[config.mk]
export PLATFORM = sky130hd
export DESIGN_NAME = decode_stage_pipe
export DESIGN_NICKNAME = d
export VERILOG_FILES = /design/src/rtl/decode_stage_pipe.sv
export SDC_FILE = /design/constraint.sdc
export NUM_CORES = 2
export LEC_CHECK = 0
export BUFFER_PORTS_ARGS = -buffer_cell sky130_fd_sc_hd__buf_2
export CORE_MARGIN = 8
export CORE_UTILIZATION = 30
export CTS_CLUSTER_SIZE = 16
export DETAILED_ROUTE_END_ITERATION = 8
export HOLD_SLACK_MARGIN = 0.12
export SYNTH_ARGS = -nofsm -noshare
export SYNTH_HDL_FRONTEND = slang
export SYNTH_SLANG_ARGS = --single-unit
[constraint.sdc]
create_clock -name clk -period 3.3 [get_ports clk]
set_input_delay 0.495 -clock clk [delete_from_list [all_inputs] [get_ports clk]]
set_output_delay 0.495 -clock clk [all_outputs]
set_load 0.005 [all_outputs]
[src/rtl/decode_stage_pipe.sv]
// decode_stage_pipe: RV32I decode stage and ID/EX pipeline register.
// Holds the control decoder, immediate extender, a register file with
// same-cycle write-through bypass, load-use hazard detection with automatic
// bubble insertion, and flush/stall handling for the E-stage register.
// Optional build macro DECODE_ILLEGAL_TRAP_EN adds the registered IllegalE
// output, which marks valid slots that carry an unsupported opcode.
module decode_stage_pipe #(
    parameter int               WIDTH    = 32,
    parameter int               NUM_REGS = 32,
    parameter logic [WIDTH-1:0] RESET_PC = {WIDTH{1'b0}},
    localparam int              AW       = $clog2(NUM_REGS)
) (
    input  logic             clk,
    input  logic             rst_n,
    input  logic [31:0]      InstrD,
    input  logic [WIDTH-1:0] PCD,
    input  logic [WIDTH-1:0] PCPlus4D,
    input  logic             ValidD,
    input  logic             RegWriteW,
    input  logic [AW-1:0]    RdW,
    input  logic [WIDTH-1:0] ResultW,
    input  logic             FlushE,
    output logic             HazardStall,
    output logic             RegWriteE,
    output logic             MemWriteE,
    output logic             JumpE,
    output logic             BranchE,
    output logic             ALUSrcE,
    output logic             JALRctrlE,
    output logic [1:0]       ResultSrcE,
    output logic [2:0]       ALUControlE,
    output logic [WIDTH-1:0] RD1E,
    output logic [WIDTH-1:0] RD2E,
    output logic [WIDTH-1:0] ImmExtE,
    output logic [WIDTH-1:0] PCE,
    output logic [WIDTH-1:0] PCPlus4E,
    output logic [AW-1:0]    Rs1E,
    output logic [AW-1:0]    Rs2E,
    output logic [AW-1:0]    RdE,
    output logic             ValidE,
    output logic [WIDTH-1:0] a0
`ifdef DECODE_ILLEGAL_TRAP_EN
    ,
    output logic             IllegalE
`endif
);

    // Supported major opcodes
    localparam logic [6:0] OP_LW   = 7'b0000011;
    localparam logic [6:0] OP_SW   = 7'b0100011;
    localparam logic [6:0] OP_R    = 7'b0110011;
    localparam logic [6:0] OP_IALU = 7'b0010011;
    localparam logic [6:0] OP_BEQ  = 7'b1100011;
    localparam logic [6:0] OP_JAL  = 7'b1101111;
    localparam logic [6:0] OP_JALR = 7'b1100111;
    localparam logic [6:0] OP_LUI  = 7'b0110111;

    // ALU operation encodings seen by the execute stage
    localparam logic [2:0] ALU_ADD = 3'b000;
    localparam logic [2:0] ALU_SUB = 3'b001;
    localparam logic [2:0] ALU_AND = 3'b010;
    localparam logic [2:0] ALU_OR  = 3'b011;
    localparam logic [2:0] ALU_SLT = 3'b101;

    // Result mux selections
    localparam logic [1:0] RES_ALU = 2'b00;
    localparam logic [1:0] RES_MEM = 2'b01;
    localparam logic [1:0] RES_PC4 = 2'b10;

    typedef enum logic [2:0] {
        IMM_I = 3'd0,
        IMM_S = 3'd1,
        IMM_B = 3'd2,
        IMM_J = 3'd3,
        IMM_U = 3'd4
    } imm_sel_e;

    // Sign-extend a 32-bit immediate to the datapath width
    function automatic logic [WIDTH-1:0] sext32(input logic [31:0] value);
        return WIDTH'($signed(value));
    endfunction

    // Instruction fields
    logic [6:0]    opcode_s;
    logic [2:0]    funct3_s;
    logic          funct7b5_s;
    logic [AW-1:0] rs1_s;
    logic [AW-1:0] rs2_s;
    logic [AW-1:0] rd_s;

    assign opcode_s   = InstrD[6:0];
    assign funct3_s   = InstrD[14:12];
    assign funct7b5_s = InstrD[30];
    assign rs1_s      = InstrD[15 +: AW];
    assign rs2_s      = InstrD[20 +: AW];
    assign rd_s       = InstrD[7 +: AW];

    // Decoded controls
    logic       reg_write_s;
    logic       mem_write_s;
    logic       jump_s;
    logic       branch_s;
    logic       alu_src_s;
    logic       jalr_ctrl_s;
    logic [1:0] result_src_s;
    logic [1:0] alu_op_s;
    logic [2:0] alu_control_s;
    imm_sel_e   imm_src_s;
    logic       supported_s;
    logic       rs2_used_s;

    // Main control decoder: unsupported opcodes keep every control at zero
    always_comb begin
        reg_write_s  = 1'b0;
        mem_write_s  = 1'b0;
        jump_s       = 1'b0;
        branch_s     = 1'b0;
        alu_src_s    = 1'b0;
        jalr_ctrl_s  = 1'b0;
        result_src_s = RES_ALU;
        alu_op_s     = 2'b00;
        imm_src_s    = IMM_I;
        supported_s  = 1'b1;
        rs2_used_s   = 1'b0;
        case (opcode_s)
            OP_LW: begin
                reg_write_s  = 1'b1;
                alu_src_s    = 1'b1;
                result_src_s = RES_MEM;
            end
            OP_SW: begin
                mem_write_s = 1'b1;
                alu_src_s   = 1'b1;
                imm_src_s   = IMM_S;
                rs2_used_s  = 1'b1;
            end
            OP_R: begin
                reg_write_s = 1'b1;
                alu_op_s    = 2'b10;
                rs2_used_s  = 1'b1;
            end
            OP_IALU: begin
                reg_write_s = 1'b1;
                alu_src_s   = 1'b1;
                alu_op_s    = 2'b10;
            end
            OP_BEQ: begin
                branch_s   = 1'b1;
                alu_op_s   = 2'b01;
                imm_src_s  = IMM_B;
                rs2_used_s = 1'b1;
            end
            OP_JAL: begin
                reg_write_s  = 1'b1;
                jump_s       = 1'b1;
                result_src_s = RES_PC4;
                imm_src_s    = IMM_J;
            end
            OP_JALR: begin
                reg_write_s  = 1'b1;
                jump_s       = 1'b1;
                jalr_ctrl_s  = 1'b1;
                alu_src_s    = 1'b1;
                result_src_s = RES_PC4;
            end
            OP_LUI: begin
                reg_write_s = 1'b1;
                alu_src_s   = 1'b1;
                imm_src_s   = IMM_U;
            end
            default: begin
                supported_s = 1'b0;
            end
        endcase
    end

    // ALU decoder: memory ops add, branches subtract, ALU ops use funct3/funct7
    always_comb begin
        alu_control_s = ALU_ADD;
        case (alu_op_s)
            2'b00: alu_control_s = ALU_ADD;
            2'b01: alu_control_s = ALU_SUB;
            2'b10: begin
                case (funct3_s)
                    3'b000: begin
                        // Only register-register forms can subtract; addi
                        // reuses bit 30 as part of its immediate.
                        if (opcode_s[5] && funct7b5_s) begin
                            alu_control_s = ALU_SUB;
                        end else begin
                            alu_control_s = ALU_ADD;
                        end
                    end
                    3'b010:  alu_control_s = ALU_SLT;
                    3'b110:  alu_control_s = ALU_OR;
                    3'b111:  alu_control_s = ALU_AND;
                    default: alu_control_s = ALU_ADD;
                endcase
            end
            default: alu_control_s = ALU_ADD;
        endcase
    end

    // Immediate extender: build each format at 32 bits, then sign-extend
    logic [31:0]      imm32_s;
    logic [WIDTH-1:0] imm_ext_s;

    // Select and assemble the immediate for the decoded format
    always_comb begin
        imm32_s = 32'd0;
        case (imm_src_s)
            IMM_I:   imm32_s = {{20{InstrD[31]}}, InstrD[31:20]};
            IMM_S:   imm32_s = {{20{InstrD[31]}}, InstrD[31:25], InstrD[11:7]};
            IMM_B:   imm32_s = {{19{InstrD[31]}}, InstrD[31], InstrD[7],
                                InstrD[30:25], InstrD[11:8], 1'b0};
            IMM_J:   imm32_s = {{11{InstrD[31]}}, InstrD[31], InstrD[19:12],
                                InstrD[20], InstrD[30:21], 1'b0};
            IMM_U:   imm32_s = {InstrD[31:12], 12'd0};
            default: imm32_s = 32'd0;
        endcase
    end

    assign imm_ext_s = sext32(imm32_s);

    // Register file
    logic [WIDTH-1:0] regs_r [NUM_REGS];
    logic             wb_en_s;
    logic [WIDTH-1:0] rd1_s;
    logic [WIDTH-1:0] rd2_s;

    assign wb_en_s = RegWriteW && (RdW != {AW{1'b0}});

    // Register file write port; x0 is never written
    always_ff @(posedge clk or negedge rst_n) begin
        if (!rst_n) begin
            for (int i = 0; i < NUM_REGS; i++) begin
                regs_r[i] <= {WIDTH{1'b0}};
            end
        end else if (wb_en_s) begin
            regs_r[RdW] <= ResultW;
        end
    end

    // Read port 1 with x0 forced to zero and same-cycle writeback bypass
    always_comb begin
        rd1_s = {WIDTH{1'b0}};
        if (rs1_s == {AW{1'b0}}) begin
            rd1_s = {WIDTH{1'b0}};
        end else if (wb_en_s && (RdW == rs1_s)) begin
            rd1_s = ResultW;
        end else begin
            rd1_s = regs_r[rs1_s];
        end
    end

    // Read port 2 with x0 forced to zero and same-cycle writeback bypass
    always_comb begin
        rd2_s = {WIDTH{1'b0}};
        if (rs2_s == {AW{1'b0}}) begin
            rd2_s = {WIDTH{1'b0}};
        end else if (wb_en_s && (RdW == rs2_s)) begin
            rd2_s = ResultW;
        end else begin
            rd2_s = regs_r[rs2_s];
        end
    end

    assign a0 = regs_r[10];

    // Load-use hazard: a valid load in E whose destination feeds this instruction
    assign HazardStall = ValidE && (ResultSrcE == RES_MEM) && (RdE != {AW{1'b0}})
                         && ((RdE == rs1_s) || ((RdE == rs2_s) && rs2_used_s));

    // A slot becomes a bubble on flush, on stall, when no real instruction is
    // offered, or (without the trap feature) when the opcode is unsupported.
    logic bubble_s;
`ifdef DECODE_ILLEGAL_TRAP_EN
    assign bubble_s = FlushE || HazardStall || !ValidD;
`else
    assign bubble_s = FlushE || HazardStall || !ValidD || !supported_s;
`endif

    // ID/EX register: bubbles clear controls and hold the data fields
    always_ff @(posedge clk or negedge rst_n) begin
        if (!rst_n) begin
            RegWriteE   <= 1'b0;
            MemWriteE   <= 1'b0;
            JumpE       <= 1'b0;
            BranchE     <= 1'b0;
            ALUSrcE     <= 1'b0;
            JALRctrlE   <= 1'b0;
            ResultSrcE  <= 2'b00;
            ALUControlE <= 3'b000;
            RD1E        <= {WIDTH{1'b0}};
            RD2E        <= {WIDTH{1'b0}};
            ImmExtE     <= {WIDTH{1'b0}};
            PCE         <= RESET_PC;
            PCPlus4E    <= {WIDTH{1'b0}};
            Rs1E        <= {AW{1'b0}};
            Rs2E        <= {AW{1'b0}};
            RdE         <= {AW{1'b0}};
            ValidE      <= 1'b0;
`ifdef DECODE_ILLEGAL_TRAP_EN
            IllegalE    <= 1'b0;
`endif
        end else if (bubble_s) begin
            RegWriteE   <= 1'b0;
            MemWriteE   <= 1'b0;
            JumpE       <= 1'b0;
            BranchE     <= 1'b0;
            ALUSrcE     <= 1'b0;
            JALRctrlE   <= 1'b0;
            ResultSrcE  <= 2'b00;
            ALUControlE <= 3'b000;
            ValidE      <= 1'b0;
`ifdef DECODE_ILLEGAL_TRAP_EN
            IllegalE    <= 1'b0;
`endif
        end else begin
            RegWriteE   <= reg_write_s;
            MemWriteE   <= mem_write_s;
            JumpE       <= jump_s;
            BranchE     <= branch_s;
            ALUSrcE     <= alu_src_s;
            JALRctrlE   <= jalr_ctrl_s;
            ResultSrcE  <= result_src_s;
            ALUControlE <= alu_control_s;
            RD1E        <= rd1_s;
            RD2E        <= rd2_s;
            ImmExtE     <= imm_ext_s;
            PCE         <= PCD;
            PCPlus4E    <= PCPlus4D;
            Rs1E        <= rs1_s;
            Rs2E        <= rs2_s;
            RdE         <= rd_s;
            ValidE      <= ValidD;
`ifdef DECODE_ILLEGAL_TRAP_EN
            IllegalE    <= !supported_s;
`endif
        end
    end

endmodule
# Word level (Yosys, flattened, before mapping)
# Index checks and enable logic that the tools add are counted.
# Widths: inputs -> output; s select.
[word_totals]
reg_bits = 1211
inputBits = 138
out_inout_bits = 220
[op_classes]
n_lt_le_gt_ge = 4
n_eq_ne = 22
muxes = 37
n_bitwise = 3
n_reduce_logical = 27
[op_table]
columns = ["cell", "n"]
rows = [
  ["$bwmux 1024", 1],
  ["$bmux 32 s5", 2],
  ["$mux 32", 9],
  ["$demux 32 s5", 1],
  ["$pmux 32 s5", 1],
  ["$pmux 3 s4", 2],
  ["$eq 7x6->1 const B", 3],
  ["$eq 7x7->1 const B", 3],
  ["$eq 5x5->1", 4],
  ["$ge 6x6->1 const B", 3],
  ["$not 5->6", 3],
  ["$mux 1", 16],
  ["$logic_not 5->1", 2],
  ["$reduce_bool 5->1", 2],
  ["$eq 3x2->1 const B", 3],
  ["$eq 3x3->1 const B", 3],
  ["$logic_and 1x1->1", 9],
  ["$pmux 2 s2", 2],
  ["$reduce_or 8->1", 1],
  ["$eq 7x2->1 const B", 1],
  ["$eq 7x5->1 const B", 1],
  ["$logic_not 3->1", 2],
  ["$lt 6x1->1 const B", 1],
  ["$pmux 3 s2", 1],
  ["11 further kinds", 17],
]

# Logic depth before layout (Yosys ltp)
[logic_depth]
ltp_word = 10
depth_mapped = 10

# Worst setup path before layout
# OpenSTA, ideal clock, no wires.
[synth_timing]
kind = "input to register"
from = "input InstrD[20]"
to = "register RD2E[18]"
setup_ns = 0.128
t_arrival_ns = 1.991
path_slack_ns = 1.181
path_stages = 8
path_cell_list = "buf_2 buf_4 buf_2 mux4_2 nand2_1 nand4_1 o22ai_1 o21ai_0"
[synth_between]
elab_chain_len = 7
elab_cells_between_ends = 16
cone_classes = "eq/ne: 2; mux: 5; bitwise: 1; reduce/logical: 8"
[synth_lines]
columns = ["item", "line", "rtl"]
rows = [
  ["start: declaration", "15", "input logic [31:0] InstrD,"],
  ["parallel branches: the longest is 7 deep, another holds $bmux 32 s5", "n/a", ""],
  ["end signal: assignment", "295", "RD2E <= {WIDTH{1'b0}};"],
  ["end signal: assignment", "329", "RD2E <= rd2_s;"],
  ["end: declaration", "33", "output logic [WIDTH-1:0] RD2E,"],
]
# Parallel ways; which one is timed is not known. The select of a mux whose other input is x is not followed.
# A chain may end at the register's enable or synchronous reset.

# Worst setup path in the final report
[layout_timing]
from = "register RdE[1]"
to = "output HazardStall"
[layout_between]
elab_chain_len = 4
elab_cells_between_ends = 7
cone_classes = "eq/ne: 2; reduce/logical: 5"
[layout_lines]
columns = ["item", "line", "rtl"]
rows = [
  ["start: declaration", "39", "output logic [AW-1:0] RdE,"],
  ["start signal: assignment", "301", "RdE <= {AW{1'b0}};"],
  ["start signal: assignment", "335", "RdE <= rd_s;"],
  ["$eq 5x5->1", "272", "&& ((RdE == rs1_s) || ((RdE == rs2_s) && rs2_used_s));"],
  ["$logic_and 1x1->1", "272", ""],
  ["$logic_or 1x1->1", "272", ""],
  ["$logic_and 1x1->1 (*)", "272", ""],
  ["end: declaration", "23", "output logic HazardStall,"],
]
# Every way passes the cells marked *; elsewhere a longest branch is shown, timed or not.

==> reports/metrics.cfg <==
[outcome]
status = complete, no violations

[timing]
hold_viol_final = 0
setup_viol = 0
finalCritPeriodShare_pct = 94.4
layout_setup_ws_ns = 0.185
max_freq_mhz = 321
skew_ns = 0.0284
worst_pin_slew_ns = 0.764
slew_violations = 0
fin_crit_ns = 3.11
slew-limit-headroom_pct = 49.1
fin_hold_ws_ns = 0.187
fin_tns_setup_ns = 0
grt_setup_unrepaired = no

[pwr]
p_leak_nw = 33.3
powerDensity_mw_per_mm2 = 598
vdd_drop_max_mv = 0.572
total_power_mw = 44.0

[worst_setup_path]
cp.required_ns = 2.80
critPathMaxStageDelay_ns = 0.56
critical_path_arrival_ns = 2.62
crit_slowest_cell = or4_1
r2r-start = RdE[1]$_DFFE_PN0N_
cp-startpoint = RdE[1]$_DFFE_PN0N_
start_kind = flip-flop
path_buf_inv = 1
crit_fanout = 5
path_class = flip-flop to primary output
path_cells = or4_1 > o21ai_2 > nor2_1 > buf_2
worst_setup_path_end_kind = primary output
cp_top_family = simple AND/OR/NAND/NOR gates

[floorplanning]
num_io_pins = 358
num_rows = 168
design.core.area_mm2 = 0.209
start_util_pct = 30.1
chipHeight_um = 473
dieArea_mm2 = 0.224
die_w_um = 473

[routing]
drc = 0
final_antenna_net_count = 0
routedWlPerCell_um = 28.1
drt_iter0_drc = 3851
dr_wl_met3_um = 18800
route.met2.wl_um = 104000
maxUsedRoutingLayer = met5
vias = 44100
dr.pass1.iters = 7
wl_met1_um = 91100
wl_um = 225000
vias_per_cell = 5.50

[cts]
htree_levels = 4
cts_made_buffers = 131
cts_tree = done
clkLatencyLatePin_ns = 0.78
clock_sinks = 1210
clk_root_buffer_cell = clkbuf_16
post_cts_buffers = 0
clockBufferDepth = 3
clkSlewWorstSetupHoldPaths_ns = 0.06

[logic_synthesis]
synth-async-reset-ratio_pct = 100
synth_enable_flop_cells = 0
yosysSeqAreaShare_pct = 48.2
synth_top_area_share_pct = 48.2
ys_types = 59
synth_cells = 4794
yosysWarningCount = 0
ys_seq_elements = 1210
yosysTopAreaCell = dfrtp_1
synth_nets = 4934
ys.flop_type = dfrtp_1
syn-cell-area_mm2 = 0.0628
synthTopCellsByArea = dfrtp_1 (48%), mux2_2 (18%), mux4_2 (10%)
synth.avg_cell_area_um2 = 13.1

[placed_design]
io_buffers = 357
dp.cells = 7673
dpl_worst_slack_ns = -0.0502
routabilityCongestion = 0.974
dpl.hpwl_um = 147000
place_area_mm2 = 0.0683

[hold_path]
hp-start = InstrD[6]
hold_class = input port to flip-flop

[final_layout]
n_fill_cell = 20100
fin_nets = 5233
final_common_cell = dfrtp_1
final_cell_mix = dfrtp_1 (1210), mux2_2 (1002), mux2i_1 (542)
syn_to_final_growth_pct = 17.4
drive_gt1_share_pct = 41.6
fin_area_mm2 = 0.0737
fin_cells = 8018
fin_util_pct = 35.3

[global_routing]
grt_overflow_total = 0
grt_pass1_wl_um = 328000
grt_pass1_vias = 45900
grt_usage_pct = 19.5
grt_max_degree = 142
antenna_found_initial = 29

[run]
max_cap_viol_count = 0

==> registers in the layout, summed over array words and instances (netlist names), 3 cells and up <==
register	flops
regs_r	992
a0	32
ALUControlE	3
RD2E	32
RD1E	32
Rs1E	5
RdE	5
ImmExtE	32
PCPlus4E	32
PCE	32
Rs2E	5
==> path summary, 6_finish.rpt <==
check	end	cells after the start	slack, ns
worst max register to register	JALRctrlE$_DFF_PN0_	7	0.49
worst min-delay path	JumpE$_DFF_PN0_	3	0.19
worst max-delay path	HazardStall	4	0.19
worst min register to register	regs_r[1015]$_DFFE_PN0P_	0	0.40
max in group asynchronous	PCE[20]$_DFFE_PN0N_	3	1.87
min in group asynchronous	regs_r[842]$_DFFE_PN0P_	2	0.28
==> worst reg2reg max path: cells and delay by family, from the launching register on <==
| family | cells | cell delay [ns] |
|---|---|---|
| buffers and inverters | 2 | 0.88 |
| AND/OR/NAND/NOR | 3 | 0.84 |
| AO/OA/AOI/OAI | 2 | 0.58 |
| flip-flops | 1 | 0.45 |
==> power breakdown <==
group | total (mW) | internal (mW) | switching (mW)
combinational | 8.82 | 4.83 | 3.99
sequential | 19.9 | 17.7 | 2.24
clock | 15.3 | 8.89 | 6.41
==> synthesized netlist by cell type (all sizes together) (14+ instances only) <==
cell type	n
o21ai	97
nor2	88
a211oi	38
nand2	390
o22ai	159
nor2b	14
nand4	36
clkbuf	230
mux4	290
nor3	40
a21oi	48
mux2	1002
buf	295
nand3	77
mux2i	542
a22oi	134
dfrtp	1210
==> logic make-up after synthesis <==
| logic type | count (synthesis) | synth area share [%] |
|---|---|---|
| DFF | 1210 | 48.2 |
| buffers and inverters | 531 | 4.37 |
| muxes | 1834 | 37.0 |
| AOI/OAI and AO/OA | 500 | 5.13 |
| adders and majority gates | 2 | 0.0399 |
| xor gates and xnor gates | 21 | 0.293 |
| and+or+nand+nor | 696 | 4.92 |
==> metal layers <==
metal | global-route usage [%] | vias up
li1 | - | 18400
met1 | 24.8 | 23300
met2 | 31.3 | 1909
met3 | 4.84 | 479
met4 | 8.94 | 12
met5 | 0 | -
==> timing repair <==
item / in CTS / in global routing
resized for setup: 0 / 1
hold endpoints to repair: 197 / 0
hold buffers: 92 / 0
endpoints found under the setup margin: 0 / 1
==> area by class of cell <==
class	count	area, um^2	share of cell area (%)
inverters	6	22.5	0.0306
clock inverters	49	549	0.746
repair buffers	691	5400	7.32
flip-flops and latches	1210	30300	41.1
multi-input cells	3053	30000	40.7
well taps	2805	3510	4.76
clock buffers	191	3870	5.25
diodes	13	32.5	0.0442
(Power assumes the default switching activity.)
